`src/rtl/controls.sv`:
```
// Shared load/store encodings and the store-buffer entry layout.
package controls;

  localparam int SB_ADDR_W = 32;
  localparam int SB_DATA_W = 32;

  localparam logic [1:0] LS_BYTE = 2'd0;
  localparam logic [1:0] LS_HALF = 2'd1;
  localparam logic [1:0] LS_WORD = 2'd2;

  typedef struct packed {
    logic [SB_ADDR_W-1:0] addr;
    logic [SB_DATA_W-1:0] data;
    logic [1:0]           ls_type;
  } sb_entry_t;

  // Exclusive upper byte bound, one bit wider so a range never wraps past zero.
  function automatic logic [SB_ADDR_W:0] range_hi(input logic [SB_ADDR_W-1:0] addr,
                                                  input logic [1:0] ls_type);
    return {1'b0, addr} + ((SB_ADDR_W+1)'(1) << ls_type);
  endfunction

endpackage

```
`src/rtl/sb_fifo.sv`:
```
// Circular store queue; every slot and its valid bit are exposed for overlap checks.
module sb_fifo
  import controls::*;
#(
  parameter int DEPTH = 4
) (
  input  logic                      clk,
  input  logic                      rst,
  input  logic                      push,
  input  sb_entry_t                 push_entry,
  input  logic                      pop,
  output sb_entry_t                 head,
  output sb_entry_t [DEPTH-1:0]     entries,
  output logic [DEPTH-1:0]          valid,
  output logic [$clog2(DEPTH):0]    count
);

  localparam int PW = $clog2(DEPTH);
  localparam int CW = PW + 1;

  sb_entry_t [DEPTH-1:0] slot_r;
  logic [PW-1:0]         rd_ptr_r;
  logic [PW-1:0]         wr_ptr_r;
  logic [CW-1:0]         count_r;
  logic [PW-1:0]         offset_s;

  // Slot storage needs no reset: stale slots are masked by valid.
  always_ff @(posedge clk) begin
    if (push) begin
      slot_r[wr_ptr_r] <= push_entry;
    end
  end

  // Pointers wrap naturally because DEPTH is a power of two.
  always_ff @(posedge clk) begin
    if (rst) begin
      rd_ptr_r <= {PW{1'b0}};
      wr_ptr_r <= {PW{1'b0}};
      count_r  <= {CW{1'b0}};
    end else begin
      if (push) begin
        wr_ptr_r <= wr_ptr_r + PW'(1);
      end
      if (pop) begin
        rd_ptr_r <= rd_ptr_r + PW'(1);
      end
      case ({push, pop})
        2'b10:   count_r <= count_r + CW'(1);
        2'b01:   count_r <= count_r - CW'(1);
        default: count_r <= count_r;
      endcase
    end
  end

  // A slot is live when its distance from the head is below the fill level.
  always_comb begin
    valid    = {DEPTH{1'b0}};
    offset_s = {PW{1'b0}};
    for (int i = 0; i < DEPTH; i++) begin
      offset_s = PW'(i) - rd_ptr_r;
      valid[i] = ({1'b0, offset_s} < count_r);
    end
  end

  assign head    = slot_r[rd_ptr_r];
  assign entries = slot_r;
  assign count   = count_r;

endmodule

```
`src/rtl/store_buffer.sv`:
```
// Write buffer in front of data_memory: queues stores, drains in order, stalls overlapping loads.
module store_buffer
  import controls::*;
#(
  parameter int ADDR_WIDTH = SB_ADDR_W,
  parameter int DATA_WIDTH = SB_DATA_W,
  parameter int DEPTH      = 4
) (
  input  logic                  clk,
  input  logic                  rst,
  input  logic                  req_valid,
  input  logic                  req_write,
  input  logic [ADDR_WIDTH-1:0] req_address,
  input  logic [DATA_WIDTH-1:0] req_write_data,
  input  logic [1:0]            req_type,
  input  logic                  req_unsigned,
  input  logic                  flush,
  output logic                  stall,
  output logic                  empty,
  input  logic                  mem_ready,
  output logic [ADDR_WIDTH-1:0] mem_address,
  output logic [DATA_WIDTH-1:0] mem_write_data,
  output logic                  mem_read,
  output logic                  mem_write,
  output logic [1:0]            mem_type,
  output logic                  mem_unsigned
);

  localparam int            CW      = $clog2(DEPTH) + 1;
  localparam logic [CW-1:0] DEPTH_C = CW'(DEPTH);

  sb_entry_t             head_s;
  sb_entry_t [DEPTH-1:0] entries_s;
  logic [DEPTH-1:0]      valid_s;
  logic [CW-1:0]         count_s;
  logic                  hazard_s;
  logic                  load_go_s;
  logic                  drain_s;
  logic                  accept_s;
  logic                  push_s;
  logic [ADDR_WIDTH:0]   a_lo_s;
  logic [ADDR_WIDTH:0]   a_hi_s;

  sb_fifo #(.DEPTH(DEPTH)) u_fifo (
    .clk        (clk),
    .rst        (rst),
    .push       (push_s),
    .push_entry ('{addr: req_address, data: req_write_data, ls_type: req_type}),
    .pop        (drain_s),
    .head       (head_s),
    .entries    (entries_s),
    .valid      (valid_s),
    .count      (count_s)
  );

  // Load hazard: the request's byte range intersects any live entry's range.
  always_comb begin
    hazard_s = 1'b0;
    a_lo_s   = {1'b0, req_address};
    a_hi_s   = range_hi(req_address, req_type);
    for (int i = 0; i < DEPTH; i++) begin
      if (valid_s[i] && (a_lo_s < range_hi(entries_s[i].addr, entries_s[i].ls_type))
          && ({1'b0, entries_s[i].addr} < a_hi_s)) begin
        hazard_s = 1'b1;
      end else begin
        hazard_s = hazard_s;
      end
    end
  end

  // Reset suppresses drain and push so queued stores are dropped, never written.
  assign load_go_s = req_valid && !req_write && !hazard_s;
  assign drain_s   = !rst && !load_go_s && (count_s != {CW{1'b0}}) && mem_ready;
  assign accept_s  = ((count_s < DEPTH_C) || drain_s) && !flush;
  assign push_s    = !rst && req_valid && req_write && accept_s;
  assign empty     = (count_s == {CW{1'b0}});
  assign stall     = (req_valid && ((req_write && !accept_s) || (!req_write && hazard_s)))
                     || (flush && !empty);

  // Memory port arbitration: clean load first, then head drain, else idle.
  always_comb begin
    mem_address    = {ADDR_WIDTH{1'b0}};
    mem_write_data = {DATA_WIDTH{1'b0}};
    mem_read       = 1'b0;
    mem_write      = 1'b0;
    mem_type       = 2'd0;
    mem_unsigned   = 1'b0;
    if (load_go_s) begin
      mem_read     = 1'b1;
      mem_address  = req_address;
      mem_type     = req_type;
      mem_unsigned = req_unsigned;
    end else if (drain_s) begin
      mem_write      = 1'b1;
      mem_address    = head_s.addr;
      mem_write_data = head_s.data;
      mem_type       = head_s.ls_type;
    end else begin
      mem_read = 1'b0;
    end
  end

endmodule

```
`config.mk`:
```
export PLATFORM = sky130hd
export DESIGN_NAME = store_buffer
export DESIGN_NICKNAME = d
export VERILOG_FILES = /design/src/rtl/controls.sv /design/src/rtl/sb_fifo.sv /design/src/rtl/store_buffer.sv
export SDC_FILE = /design/constraint.sdc
export NUM_CORES = 1
export LEC_CHECK = 0
export BUFFER_PORTS_ARGS = -buffer_cell sky130_fd_sc_hd__buf_2
export CAP_MARGIN = 40
export CORE_MARGIN = 5
export CORE_UTILIZATION = 56
export DETAILED_ROUTE_END_ITERATION = 8
export GPL_ROUTABILITY_DRIVEN = 0
export PLACE_DENSITY = 0.86
export SETUP_SLACK_MARGIN = 0.2
export SYNTH_ARGS = -nofsm -noshare
export SYNTH_HDL_FRONTEND = slang
export SYNTH_HIERARCHICAL = 1
export SYNTH_SLANG_ARGS = --single-unit
```
`constraint.sdc`:
```
create_clock -name clk -period 16 [get_ports clk]
set_input_delay 0.8 -clock clk [delete_from_list [all_inputs] [get_ports clk]]
set_output_delay 0.8 -clock clk [all_outputs]
set_load 0.01 [all_outputs]
```
=== Word-level counts from Yosys, hierarchy flattened ===
Cells that the tools add are included.
Widths: inputs -> output; s select.

* $add $sub $neg: 13
* Order comparisons: 16
* Eq/ne operators: 2
* Shift operators: 5
* Muxes and demuxes: 20
* Reductions and logical operators: 35

{| class="wikitable"
|+ Operator list
! operator !! count
|-
| $bwmux 264 || 1
|-
| $lt 32x33->1 || 8
|-
| $add 32x33->33 || 5
|-
| $shl 1x2->33 const A || 5
|-
| $bmux 66 s2 || 1
|-
| $demux 66 s2 || 1
|-
| $mux 66 || 2
|-
| $mux 32 || 4
|-
| $logic_and 1x1->1 || 22
|-
| $lt 2x3->1 || 4
|-
| $mux 1 || 8
|-
| $logic_not 1->1 || 7
|-
| $lt 2x3->1 const B || 2
|-
| $pmux 3 s2 || 1
|-
| $add 2x1->2 const B || 2
|-
| $mux 2 || 2
|-
| $sub 1x2->2 const A || 2
|-
| $sub 2x2->2 const A || 2
|-
| $add 3x1->3 const B || 1
|-
| $logic_not 3->1 || 1
|-
| $logic_or 1x1->1 || 3
|-
| $lt 3x3->1 const B || 1
|-
| $reduce_bool 3->1 || 1
|-
| $sub 3x1->3 const B || 1
|-
| other kinds (4) || 4
|}

* Register bits after elaboration: 271
* Input bits: 73
* Output and inout port bits: 71
* Logic and storage cells: 106

=== Depth between registers and ports, before layout ===
Gate-level depths: netlist (run 1).

* Depth in word-level cells: 22
* Depth in mapped cells: 31
* Gate-level depth less buffers: 29

=== Hierarchy ===
Netlist (run 1), hierarchy kept.

{| class="wikitable"
|+ Modules (own cells, without submodules)
! module !! instances !! cells each !! area an instance (um2) !! seq. area each (um2)
|-
| sb_fifo || 1 || 404 || 10100.9 || 8067.7
|-
| store_buffer || 1 || 1289 || 9589.2 || 0.0
|}

=== Worst setup path before layout (run 1) ===
OpenSTA, ideal clock, no wires.

* Path type: input-to-reg
* Start point: in req_type[1]
* End point: reg u_fifo.count_r[2], in the netlist u_fifo/count[2]
* Library setup time: 0.070 ns
* Data arrival time: 6.106 ns
* Data required time: 15.930 ns
* Setup slack: 9.824 ns
* Cell stages on the path: 31
* Path buffers: 2
* Cell sequence: inv_1 -> nand2_1 -> inv_1 -> ha_1 -> a21o_1 -> a21oi_1 -> nor2b_1 -> nor2_1 -> nor4_1 -> and3_1 -> clkbuf_1 -> nand3_1 -> xnor2_1 -> ha_1 -> o21ai_0 -> o21a_1 -> o211ai_1 -> or4_1 -> o2bb2ai_1 -> nor3_1 -> o21a_1 -> nand4_2 -> buf_6 -> inv_2 -> nor3_1 -> ha_1 -> inv_1 -> fa_1 -> xor2_1 -> or3_1 -> a21oi_1

* Longest elaborated chain between the ends: 19
* Elaborated cells on any way between the ends: 27
* Those cells by class: add/sub: 1; order compare: 4; eq/ne: 2; shift: 1; mux: 5; reduce/logical: 14

{| class="wikitable"
|+ RTL lines
! element !! RTL line !! RTL
|-
| start, declared || store_buffer.sv:15 || <nowiki>input logic [1:0] req_type,</nowiki>
|-
| $shl 1x2->33 * || controls.sv:20 || <nowiki>return {1'b0, addr} + ((SB_ADDR_W+1)'(1) << ls_type);</nowiki>
|-
| $add 32x33->33 * || controls.sv:20 ||
|-
| $lt 32x33->1 || store_buffer.sv:63 || <nowiki>&& ({1'b0, entries_s[i].addr} < a_hi_s)) begin</nowiki>
|-
| $logic_and 1x1->1 || store_buffer.sv:63 ||
|-
| $mux 1 (3 in a row) || store_buffer.sv:62 || <nowiki>if (valid_s[i] && (a_lo_s < range_hi(entries_s[i].addr, entries_s[i].ls_type))</nowiki>
|-
| $mux 1 * || store_buffer.sv:62 ||
|-
| $logic_not 1->1 * || store_buffer.sv:72 || <nowiki>assign load_go_s = req_valid && !req_write && !hazard_s;</nowiki>
|-
| $logic_and 1x1->1 * || store_buffer.sv:72 ||
|-
| $logic_not 1->1 * || store_buffer.sv:73 || <nowiki>assign drain_s = !rst && !load_go_s && (count_s != {CW{1'b0}}) && mem_ready;</nowiki>
|-
| $logic_and 1x1->1 * (3 in a row) || store_buffer.sv:73 ||
|-
| net drain_s || store_buffer.sv:38 || <nowiki>logic drain_s;</nowiki>
|-
| $logic_or 1x1->1 || store_buffer.sv:74 || <nowiki>assign accept_s = ((count_s < DEPTH_C) || drain_s) && !flush;</nowiki>
|-
| $logic_and 1x1->1 || store_buffer.sv:74 ||
|-
| $logic_and 1x1->1 || store_buffer.sv:75 || <nowiki>assign push_s = !rst && req_valid && req_write && accept_s;</nowiki>
|-
| $eq 2x1->1 or $eq 2x2->1 (tied branches) || sb_fifo.sv:47 || <nowiki>case ({push, pop})</nowiki>
|-
| $pmux 3 s2 or $reduce_bool 2->1 (tied branches) || -- ||
|-
| end signal, assigned || sb_fifo.sv:48 || <nowiki>2'b10: count_r <= count_r + CW'(1);</nowiki>
|-
| end signal, assigned || sb_fifo.sv:49 || <nowiki>2'b01: count_r <= count_r - CW'(1);</nowiki>
|-
| end signal, assigned || sb_fifo.sv:50 || <nowiki>default: count_r <= count_r;</nowiki>
|-
| end, declared || sb_fifo.sv:24 || <nowiki>logic [CW-1:0] count_r;</nowiki>
|}

The timed path passes the listed nets; every way through them passes the cells marked *.
A chain may end at the register's enable or synchronous reset.

=== Final worst setup path (run 1) ===
* Start point: reg u_fifo.slot_r (netlist bit u_fifo/entries[0])
* End point: out mem_address[1]

* Longest elaborated chain between the ends: 17

{| class="wikitable"
|+ RTL lines
! element !! RTL line !! RTL
|-
| start, declared || sb_fifo.sv:21 || <nowiki>sb_entry_t [DEPTH-1:0] slot_r;</nowiki>
|-
| start signal, assigned by index || sb_fifo.sv:30 || <nowiki>slot_r[wr_ptr_r] <= push_entry;</nowiki>
|-
| $shl 1x2->33 * || controls.sv:20 ||
|-
| $add 32x33->33 * || controls.sv:20 ||
|-
| $lt 32x33->1 * || store_buffer.sv:62 ||
|-
| $logic_and 1x1->1 * || store_buffer.sv:62 ||
|-
| $logic_and 1x1->1 * || store_buffer.sv:63 ||
|-
| $mux 1 * (4 in a row) || store_buffer.sv:62 ||
|-
| $logic_not 1->1 * || store_buffer.sv:72 ||
|-
| $logic_and 1x1->1 * || store_buffer.sv:72 ||
|-
| $logic_not 1->1 || store_buffer.sv:73 ||
|-
| $logic_and 1x1->1 (3 in a row) || store_buffer.sv:73 ||
|-
| $mux 32 || store_buffer.sv:93 || <nowiki>end else if (drain_s) begin</nowiki>
|-
| $mux 32 * || store_buffer.sv:88 || <nowiki>if (load_go_s) begin</nowiki>
|-
| end, declared || store_buffer.sv:21 || <nowiki>output logic [ADDR_WIDTH-1:0] mem_address,</nowiki>
|}

Every way passes the cells marked *; elsewhere a longest branch is shown, timed or not.

==> results of run 1 <==
## per-stage QoR
step / setup slack [ns] / instance area [sq um] / std cells / power (mW)
floorplan: 9.82 / 19700 / 1693 / 0.910
global placement: 8.70 / 20800 / 2266 / 0.970
detailed placement: 8.69 / 20900 / 2273 / 0.981
CTS: 8.55 / 21900 / 2325 / 1.65
global route: 8.08 / 21900 / 2325 / 1.70
finish: 8.50 / 21900 / 2325 / 1.65
## path summary, 6_finish.rpt
check / start / end / slack (ns)
worst max-delay path: u_fifo/entries[0]$_DFFE_PP_ / mem_address[1] / 8.50
worst min-delay path: req_write_data[15] / u_fifo/entries[83]$_DFFE_PP_ / 0.46
worst max register to register: u_fifo/entries[0]$_DFFE_PP_ / u_fifo/count[2]$_SDFFE_PP0P_ / 9.05
worst min register to register: u_fifo/count[1]$_SDFFE_PP0P_ / u_fifo/count[1]$_SDFFE_PP0P_ / 0.55
## registers in the layout, summed over array words and instances (netlist names)
name	cells
u_fifo/entries	264
u_fifo/rd_ptr_r	2
u_fifo/count	3
u_fifo/wr_ptr_r	2
## per-layer routing
| layer | share of wire, % | GRT usage (%) | vias to the layer above | wire (microns) |
|---|---|---|---|---|
| met5 | 0.030 | 0 | - | 16 |
| met4 | 3.5 | 9.05 | 4 | 1890 |
| met3 | 9.9 | 5.07 | 168 | 5350 |
| met2 | 47 | 44.4 | 863 | 25200 |
| met1 | 40 | 35.9 | 7241 | 21400 |
| li1 | - | - | 6807 | - |
## layout make-up
class	count	area, sq um
Multi-Input combinational cell	1319	11100
Clock inverter	21	219
Timing Repair Buffer	158	937
Inverter	70	263
Sequential cell	271	8070
Clock buffer	31	733
Fill cell	2566	12700
Tap cell	455	569
## critical path, delay by kind of cell, from the launching register on
family          cells  cell delay (ns)
compound gates      8             2.11
xor+xnor            1             0.14
fa+ha+maj           2             0.57
buf+inv             3             0.86
flops               1             0.47
mux                 1             0.25
simple gates        8             1.69
## cells in the mapped netlist (all sizes together), types with 3 or more instances
master	count	share of area [%]
nor3	19	0.48
o21ai	46	1.2
xor2	75	3.3
or2	5	0.16
o21bai	4	0.15
and2	13	0.41
o21a	5	0.19
and4	16	0.71
fa	6	0.61
o211ai	6	0.23
nand3	71	1.8
nand2b	11	0.35
o31ai	3	0.11
buf	22	1.3
clkbuf	11	0.21
nor2b	23	0.77
or3	3	0.095
a21oi	92	2.3
a31oi	4	0.13
xnor2	81	3.6
a21o	34	1.3
nor4	6	0.19
a2111o	3	0.17
ha	277	18
a41oi	4	0.18
nand4	58	1.9
a211oi	20	0.76
nor2	87	1.7
mux4	66	7.5
and3	62	2.0
edfxtp	264	40
nand2	148	2.8
dfxtp	7	0.71
or4	3	0.11
inv	70	1.3
a2111oi	7	0.31
mux2i	35	1.8
## report_power, final
part	internal [mW]	switching (mW)	leakage, nW
Combinational	0.0710	0.112	5.79
Sequential	0.782	0.00457	2.44
Clock	0.384	0.292	0.449
## cells by family (layout without fill, tap and decap cells)
kind of cell / after synthesis / in the layout
simple gates: 531 / 531
fa+ha+maj: 283 / 283
flops: 271 / 271
compound gates: 248 / 248
xor+xnor: 156 / 156
buf+inv: 103 / 280
mux: 101 / 101
==> results.sh, run 1 <==
export IMPL_outcome="finished, final reports clean"
export IMPL_final_min_clock_period_ns=7.50
export IMPL_endpoint_kind="output port"
export IMPL_via_per_inst=6.49
export IMPL_cts_sinks=271
export IMPL_p_per_area_nw_per_um2=75.2
export IMPL_min_path_type="input port to flop"
export IMPL_final_common_cell="ha_1"
export IMPL_synth_warning_count=6
export IMPL_ys_seq_area_share_pct=41.0
export IMPL_numCtsBuffers=28
export IMPL_synth_edf_count=264
export IMPL_synth_cell_types=65
export IMPL_synth_mux_area_share_pct=9.33
export IMPL_routed_wl_microns=53900
export IMPL_hold_ws_ns=0.461
export IMPL_rsz0062_at_grt="false"
export IMPL_cts_root_buf="clkbuf_16"
export IMPL_antenna_cells=0
export IMPL_startpoint_type="flop"
export IMPL_hpwl_microns=40500
export IMPL_area_growth_pct=11.2
export IMPL_die_w_microns=198
export IMPL_fin_tns_setup_ns=0
export IMPL_die_y_microns=198
export IMPL_worst_ep_arrival_time_ns=6.70
export IMPL_cts_hold_buf=0
export IMPL_period_share_pct=46.9
export IMPL_whs_path_depth=1
export IMPL_cp_max_fo=43
export IMPL_drive_gt1_share_pct=15.5
export IMPL_vias=15083
export IMPL_grt_pass1_wl_microns=83600
export IMPL_layout_nets=2204
export IMPL_fp_dieArea_sq_um=39000
export IMPL_grt_pass1_vias=15329
export IMPL_p_leak_nw=8.68
export IMPL_synthCells=1693
export IMPL_cp_required_ns=15.20
export IMPL_io_buffers=143
export IMPL_overflow=0
export IMPL_setup_violations=0
export IMPL_synth_fp_nets=2049
export IMPL_synth_xor_xnor_area_share_pct=6.94
export IMPL_grt_max_degree=54
export IMPL_antenna_left=0
export IMPL_slew_viol_final=0
export IMPL_crit_path_max_incr_delay_ns=0.58
export IMPL_htreeDepth=1
export IMPL_drtIter0Drc=1346
export IMPL_start_util_pct=56.9
export IMPL_antenna_found_initial=2
export IMPL_ys_flop_type="edfxtp_1"
export IMPL_wl_per_cell_microns=23.2
export IMPL_drv_cap=0
export IMPL_hold_viol=0
export IMPL_synth_top_family_by_area="adder cells"
export IMPL_first_pass_iters=5
export IMPL_top_level_ports=144
export IMPL_grt_usage_pct=26.9
export IMPL_core_sq_um=34600
export IMPL_synth_compound_area_share_pct=8.01
export IMPL_netlist_area_sq_um=19700
export IMPL_cts_tree="built"
export IMPL_max_freq_ghz=0.133
export IMPL_max_slew_margin_pct=44.2
export IMPL_fp_row_count=68
export IMPL_ys_seq_elements=271
export IMPL_r2r_cells=27
export IMPL_tightestPinTransition_ns=0.829
export IMPL_ys_async_sr_fraction_pct=0
export IMPL_skew_ns=0.0101
export IMPL_final_util_pct=63.2
export IMPL_critPathKind="flop to output port"
export IMPL_crit_chain="nor2b_1, ha_1, a21o_1, a21oi_1, o21bai_1, and3_1, and3_1, nand4_1, nor2_1, xnor2_1, ha_1, a21oi_1, nand2_1, a2111oi_0, o21ai_0, a221o_1, o21ai_0, nand3_1, nand4_4, buf_4, buf_12, mux2i_1, buf_2"
export IMPL_clockBufferDepth=3
export IMPL_synthAdderAreaFrac_pct=18.2
export IMPL_avgSynthCellArea_sq_um=11.6
export IMPL_ir_drop_v=0.000110
export IMPL_synth_simple_area_share_pct=13.7
export IMPL_clkLatencyLatePin_ns=0.56
export IMPL_post_cts_buffers=0
export IMPL_final_cell_mix="ha_1 (277), edfxtp_1 (264), nand2_1 (148)"
export IMPL_cp_slowest_cell="o21bai_1"
export IMPL_cts_resized=0
export IMPL_route_detailed_drc=0
export IMPL_clk_pin_slew_ns=0.06
Power figures use the tool's default switching activity.
==> inputs of run 2 (changes only) <==
- PLACE_DENSITY: 0.86 -> 0.89
- clock period: 16 -> 6.2 ns (I/O delays scaled with it)
==> run 2 against run 1 <==
Against the previous run:
- final area increased by 4.5%
- cell count grew 3.2%
- flip-flop and latch count did not move
- global-route usage rose by 2.5 points
- hold slack got worse by 0.42 ns
- sequential share of layout area decreased by 1.6 points
- critical path depth up 1
- non-clock buffer count increased by 78
- clock skew grew 0.0075 ns
- largest cell class unchanged
- largest power group unchanged
==> results.sh, run 2 (same netlist as run 1, synthesis figures left out) <==
export IMPL_total_power_mw=4.21
export IMPL_cp_slowest_cell="edfxtp_1"
export IMPL_finalInstanceArea_sq_um=22900
export IMPL_place_ws_ns=-0.0486
export IMPL_grt_pass1_wl_microns=90700
export IMPL_final_cell_mix="ha_1 (275), edfxtp_1 (264), nand2_1 (147)"
export IMPL_cts_tree="built"
export IMPL_overflow=0
export IMPL_drv_cap=0
export IMPL_die_y_microns=198
export IMPL_grt_usage_pct=29.4
export IMPL_die_w_microns=198
export IMPL_cp_max_fo=8
export IMPL_startpoint_type="flop"
export IMPL_period_share_pct=96.0
export IMPL_setup_violations=0
export IMPL_dpl_cell_area_sq_um=21100
export IMPL_drtIter0Drc=2048
export IMPL_clkLatencyLatePin_ns=0.58
export IMPL_ir_drop_v=0.000364
export IMPL_route_detailed_drc=0
export IMPL_area_growth_pct=16.1
export IMPL_rsz0062_at_grt="true"
export IMPL_clk_pin_slew_ns=0.06
export IMPL_start_util_pct=56.9
export IMPL_cts_sinks=271
export IMPL_final_min_clock_period_ns=5.95
export IMPL_hold_viol=0
export IMPL_fin_cells=2400
export IMPL_io_buffers=143
export IMPL_fp_dieArea_sq_um=39000
export IMPL_slew_viol_final=0
export IMPL_critPathKind="flop to output port"
export IMPL_place_inst=2304
export IMPL_antenna_left=0
export IMPL_p_leak_nw=9.06
export IMPL_max_slew_margin_pct=34.5
export IMPL_top_level_ports=144
export IMPL_wl_per_cell_microns=24.8
export IMPL_layout_nets=2282
export IMPL_clockBufferDepth=3
export IMPL_crit_chain="nor2_2, ha_2, inv_1, fa_1, nor2b_1, o21ai_0, nand2b_1, nand2_2, nor3_4, buf_6, nand3_1, xor2_1, ha_1, a21o_1, a31oi_4, o2111ai_4, nor4_4, a2111o_1, o221ai_2, nand4_4, buf_12, clkbuf_16, mux2i_4, buf_2"
export IMPL_grt_pass1_vias=16657
export IMPL_max_freq_ghz=0.168
export IMPL_routed_wl_microns=59400
export IMPL_crit_path_max_incr_delay_ns=0.48
export IMPL_vias=16007
export IMPL_largest_reg_flops=264
export IMPL_antenna_found_initial=2
export IMPL_skew_ns=0.0176
export IMPL_hpwl_microns=41600
export IMPL_setup_slack_ns=0.246
export IMPL_cts_root_buf="clkbuf_16"
export IMPL_endpoint_kind="output port"
export IMPL_numCtsBuffers=28
export IMPL_core_sq_um=34600
export IMPL_min_path_type="input port to flop"
export IMPL_final_common_cell="ha_1"
export IMPL_via_per_inst=6.67
export IMPL_grt_max_degree=52
export IMPL_htreeDepth=1
export IMPL_drive_gt1_share_pct=19.7
export IMPL_outcome="finished, final reports clean"
export IMPL_worst_ep_arrival_time_ns=5.64
export IMPL_fp_row_count=68
export IMPL_first_pass_iters=6
export IMPL_fin_tns_setup_ns=0
export IMPL_tightestPinTransition_ns=0.975
export IMPL_p_per_area_nw_per_um2=184
export IMPL_cp_required_ns=5.89
-- run 2: changes by cell type in the layout (fill, tap and decap cells not counted), moves of 4 or more --
| cell | previous run | this run |
|---|---|---|
| a21oi_1 | 92 | 87 |
| buf_4 | 8 | 49 |
| mux2i_2 | 0 | 9 |
| a21oi_2 | 0 | 5 |
| dlygate4sd3_1 | 0 | 34 |
| nor2_2 | 0 | 9 |
| nor2_1 | 86 | 76 |
| mux2i_4 | 0 | 4 |
| a211oi_1 | 20 | 16 |
| inv_6 | 5 | 1 |
| mux2i_1 | 35 | 22 |
| a211oi_2 | 0 | 4 |
-- run 2: metal layers --
layer  wire length [microns]  up-vias  track usage [%]
li1                        -     6955                -
met1                   21100     7596             36.6
met2                   27800     1140             48.6
met3                    6480      314             5.94
met4                    3990        2             15.4
met5                      14        -                0
-- run 2: through the flow --
step                      hold WS, ns  util, %
after floorplan                 0.379        -
after global placement          0.503     60.8
after detailed placement        0.527     61.0
after CTS                      0.0190     64.8
after global routing           0.0411     66.0
final                          0.0420     66.0
-- run 2: worst paths after layout --
path                                          end                            start  slack (ns)  cells past startpoint
setup / recovery                   mem_address[1]    u_fifo/entries[133]$_DFFE_PP_        0.25                     24
hold / removal      u_fifo/entries[132]$_DFFE_PP_                      req_type[0]        0.04                      1
setup reg to reg     u_fifo/count[2]$_SDFFE_PP0P_    u_fifo/entries[133]$_DFFE_PP_        0.25                     28
hold reg to reg   u_fifo/wr_ptr_r[1]$_SDFFE_PP0P_  u_fifo/wr_ptr_r[1]$_SDFFE_PP0P_        0.57                      2
-- run 2: cell type report --
cell class	count	area, sq um
clock inverters	15	140
well taps	455	569
fillers	2343	11800
inverters	70	263
diodes	1	2.50
multi-input cells	1319	11400
flip-flops and latches	271	8070
clock buffers	33	719
repair buffers	236	1680
-- run 2: repair_timing --
item / 4_1_cts / 5_1_grt
hold endpoints to repair: 135 / 0
cloned: 2 / 1
pin swaps: 1 / 20
resized for setup: 15 / 64
endpoints found under the setup margin: 67 / 71
hold buffers: 34 / 0
setup buffers: 0 / 10
-- run 2: power breakdown --
group	total (mW)	switching [mW]	leakage (nW)	internal, mW
Sequential	2.03	0.0116	2.44	2.02
Clock	1.61	0.738	0.408	0.875
Combinational	0.561	0.327	6.22	0.234
Total	4.21	1.08	9.06	3.13
-- run 2: worst max-delay path: cells and delay by family, from the launching register on --
family | cells | cell delay [ns]
XOR/XNOR | 1 | 0.16
AO/OA/AOI/OAI | 6 | 1.00
adder cells (fa/ha/maj) | 3 | 0.88
flip-flops | 1 | 0.48
multiplexers | 1 | 0.27
buffers and inverters | 5 | 0.73
AND/OR/NAND/NOR | 8 | 1.52
==> inputs of run 3 (changes only) <==
--- a/config.mk
+++ b/config.mk
@@ -9,2 +9,3 @@
 export CAP_MARGIN = 40
+export CORE_ASPECT_RATIO = 0.7
 export CORE_MARGIN = 5
==> constraint.sdc (replaced) <==
create_clock -name clk -period 6.2 [get_ports clk]
set_input_delay 1.24 -clock clk [delete_from_list [all_inputs] [get_ports clk]]
set_output_delay 1.24 -clock clk [all_outputs]
set_load 0.01 [all_outputs]
==> run 3 against run 2 <==
Against the previous run:
- the run now ends with setup timing left
- sequential power is essentially flat
- utilization is 4.6 points higher
- hold slack better by 0.52 ns
- critical path depth up 4
- via count rose by 2.9%
- wire length is 7.7% higher
- sequential share of layout area is 2.4 points lower
- largest power group unchanged
==> results.sh, run 3 (same netlist as run 1, synthesis figures left out) <==
export IMPL_outcome="complete, but fails checks"
export IMPL_violations="setup timing"
export IMPL_largest_reg_flops=264
export IMPL_clockBufferDepth=3
export IMPL_r2r_start="u_fifo/entries[198]$_DFFE_PP_"
export IMPL_slew_viol_final=0
export IMPL_start_util_pct=56.7
export IMPL_layout_nets=2376
export IMPL_endpoint_kind="output port"
export IMPL_die_w_microns=234
export IMPL_drive_gt1_share_pct=28.7
export IMPL_htreeDepth=1
export IMPL_crit_buf_inv=8
export IMPL_cp_max_fo=8
export IMPL_grt_pass1_vias=16504
export IMPL_cts_sinks=271
export IMPL_antenna_cells=0
export IMPL_crit_path_max_incr_delay_ns=0.50
export IMPL_grt_max_degree=39
export IMPL_critPathTopFamily="simple AND/OR/NAND/NOR gates"
export IMPL_path_depth=28
export IMPL_numCtsBuffers=28
export IMPL_critPathKind="input port to output port"
export IMPL_antenna_found_initial=4
export IMPL_cp_slowest_cell="or4_1"
export IMPL_max_freq_ghz=0.143
export IMPL_routed_wl_microns=64000
export IMPL_drv_cap=0
export IMPL_io_buffers=143
export IMPL_min_path_type="flop to flop"
export IMPL_via_per_inst=6.55
export IMPL_cts_root_buf="clkbuf_16"
export IMPL_wl_per_cell_microns=25.5
export IMPL_startpoint="req_type[1]"
export IMPL_finalInstanceArea_sq_um=24500
export IMPL_p_leak_nw=9.71
export IMPL_final_min_clock_period_ns=6.98
export IMPL_grt_pass1_wl_microns=95200
export IMPL_top_level_ports=144
export IMPL_antenna_left=0
export IMPL_startpoint_type="input port"
export IMPL_final_common_cell="ha_1"
export IMPL_die_y_microns=167
export IMPL_core_sq_um=34700
export IMPL_route_detailed_drc=0
export IMPL_crit_path_end="mem_address[21]"
export IMPL_vias=16470
export IMPL_fp_row_count=57
export IMPL_clk_pin_slew_ns=0.07
export IMPL_setup_violations=72
export IMPL_cp_required_ns=4.96
export IMPL_setup_slack_ns=-0.780
export IMPL_skew_ns=0.0226
export IMPL_period_share_pct=113
export IMPL_clkLatencyLatePin_ns=0.59
export IMPL_area_growth_pct=24.5
export IMPL_p_per_area_nw_per_um2=176
export IMPL_cpMostUsedCell="buf_12"
export IMPL_cts_tree="built"
export IMPL_rsz0062_at_grt="true"
export IMPL_overflow=0
export IMPL_worst_r2r_endpoint="u_fifo/count[2]$_SDFFE_PP0P_"
export IMPL_grt_usage_pct=31.3
export IMPL_hold_viol=0
export IMPL_first_pass_iters=8
export IMPL_hold_ws_ns=0.565
export IMPL_final_cell_mix="ha_1 (267), edfxtp_1 (264), buf_4 (159)"
export IMPL_ir_drop_v=0.000266
export IMPL_rrSetupSlack_ns=-0.13
export IMPL_drtIter0Drc=2285
export IMPL_fp_dieArea_sq_um=39100
export IMPL_worst_ep_arrival_time_ns=5.74
export IMPL_hpwl_microns=44700
export IMPL_max_slew_margin_pct=48.6
export IMPL_r2r_cells=30
export IMPL_tightestPinTransition_ns=0.771
export IMPL_dpl_cell_area_sq_um=22300
==> run 3: worst min path at each step <==
stage	startpoint	end	slack (ns)	depth (start not counted)
floorplan	u_fifo/count[1]$_SDFFE_PP0P_	u_fifo/count[1]$_SDFFE_PP0P_	0.48	2
global placement	u_fifo/count[1]$_SDFFE_PP0P_	u_fifo/count[1]$_SDFFE_PP0P_	0.49	2
detailed placement	u_fifo/count[1]$_SDFFE_PP0P_	u_fifo/count[1]$_SDFFE_PP0P_	0.54	2
CTS	u_fifo/count[1]$_SDFFE_PP0P_	u_fifo/count[1]$_SDFFE_PP0P_	0.56	2
global route	u_fifo/count[1]$_SDFFE_PP0P_	u_fifo/count[1]$_SDFFE_PP0P_	0.60	2
finish	u_fifo/count[1]$_SDFFE_PP0P_	u_fifo/count[1]$_SDFFE_PP0P_	0.56	2
==> run 3: where the power goes <==
group	switching, mW	leakage (nW)	total (mW)	internal (mW)
Sequential	0.0134	2.44	2.03	2.02
Combinational	0.374	6.85	0.689	0.314
Clock	0.730	0.419	1.61	0.875
==> run 3: per-layer routing <==
layer	vias to the layer above	GRT usage, %	part of all wire, %
met5	-	0	0.083
met4	8	11.0	4.5
met3	256	10.6	15
met2	1243	47.1	44
met1	7807	42.7	36
li1	7156	-	-
==> run 3: area by class of cell <==
| cell class | count | area (sq um) |
|---|---|---|
| Sequential cell | 271 | 8080 |
| Inverter | 70 | 280 |
| Timing Repair Buffer | 330 | 2680 |
| Tap cell | 472 | 591 |
| Multi-Input combinational cell | 1319 | 12000 |
| Clock buffer | 41 | 779 |
| Clock inverter | 10 | 80.1 |
| Fill cell | 2192 | 10200 |
==> run 3: timing repair <==
item / 4_1_cts / 5_1_grt
gates cloned: 7 / 2
endpoints found under the hold margin: 0 / 0
endpoints found under the setup margin: 73 / 73
buffers inserted: 17 / 9
hold buffers: 0 / 0
pin swaps: 38 / 21
resized for setup: 121 / 61
==> run 3: worst register-to-register path: cells and delay by family (launching register included) <==
kind	cells	cell delay [ns]
AND/OR/NAND/NOR	12	2.56
AO/OA/AOI/OAI	6	1.15
adder cells (fa/ha/maj)	4	1.11
buffers and inverters	6	0.70
flip-flops	1	0.44
XOR/XNOR	2	0.32
==> run 3: stage by stage <==
stage                     power [mW]  TNS [ns]  utilization, %  setup WS (ns)  std cells
final                           4.33    -48.19            70.6         -0.780       2513
after global routing            4.46    -59.15            70.6         -0.896       2513
after CTS                       4.28    -32.44            69.3         -0.513       2502
after detailed placement        2.63    -51.15            64.3         -0.845       2427
after global placement          2.59    -40.56            64.0         -0.630       2422
after floorplan                 2.38         0               -         0.0129       1693
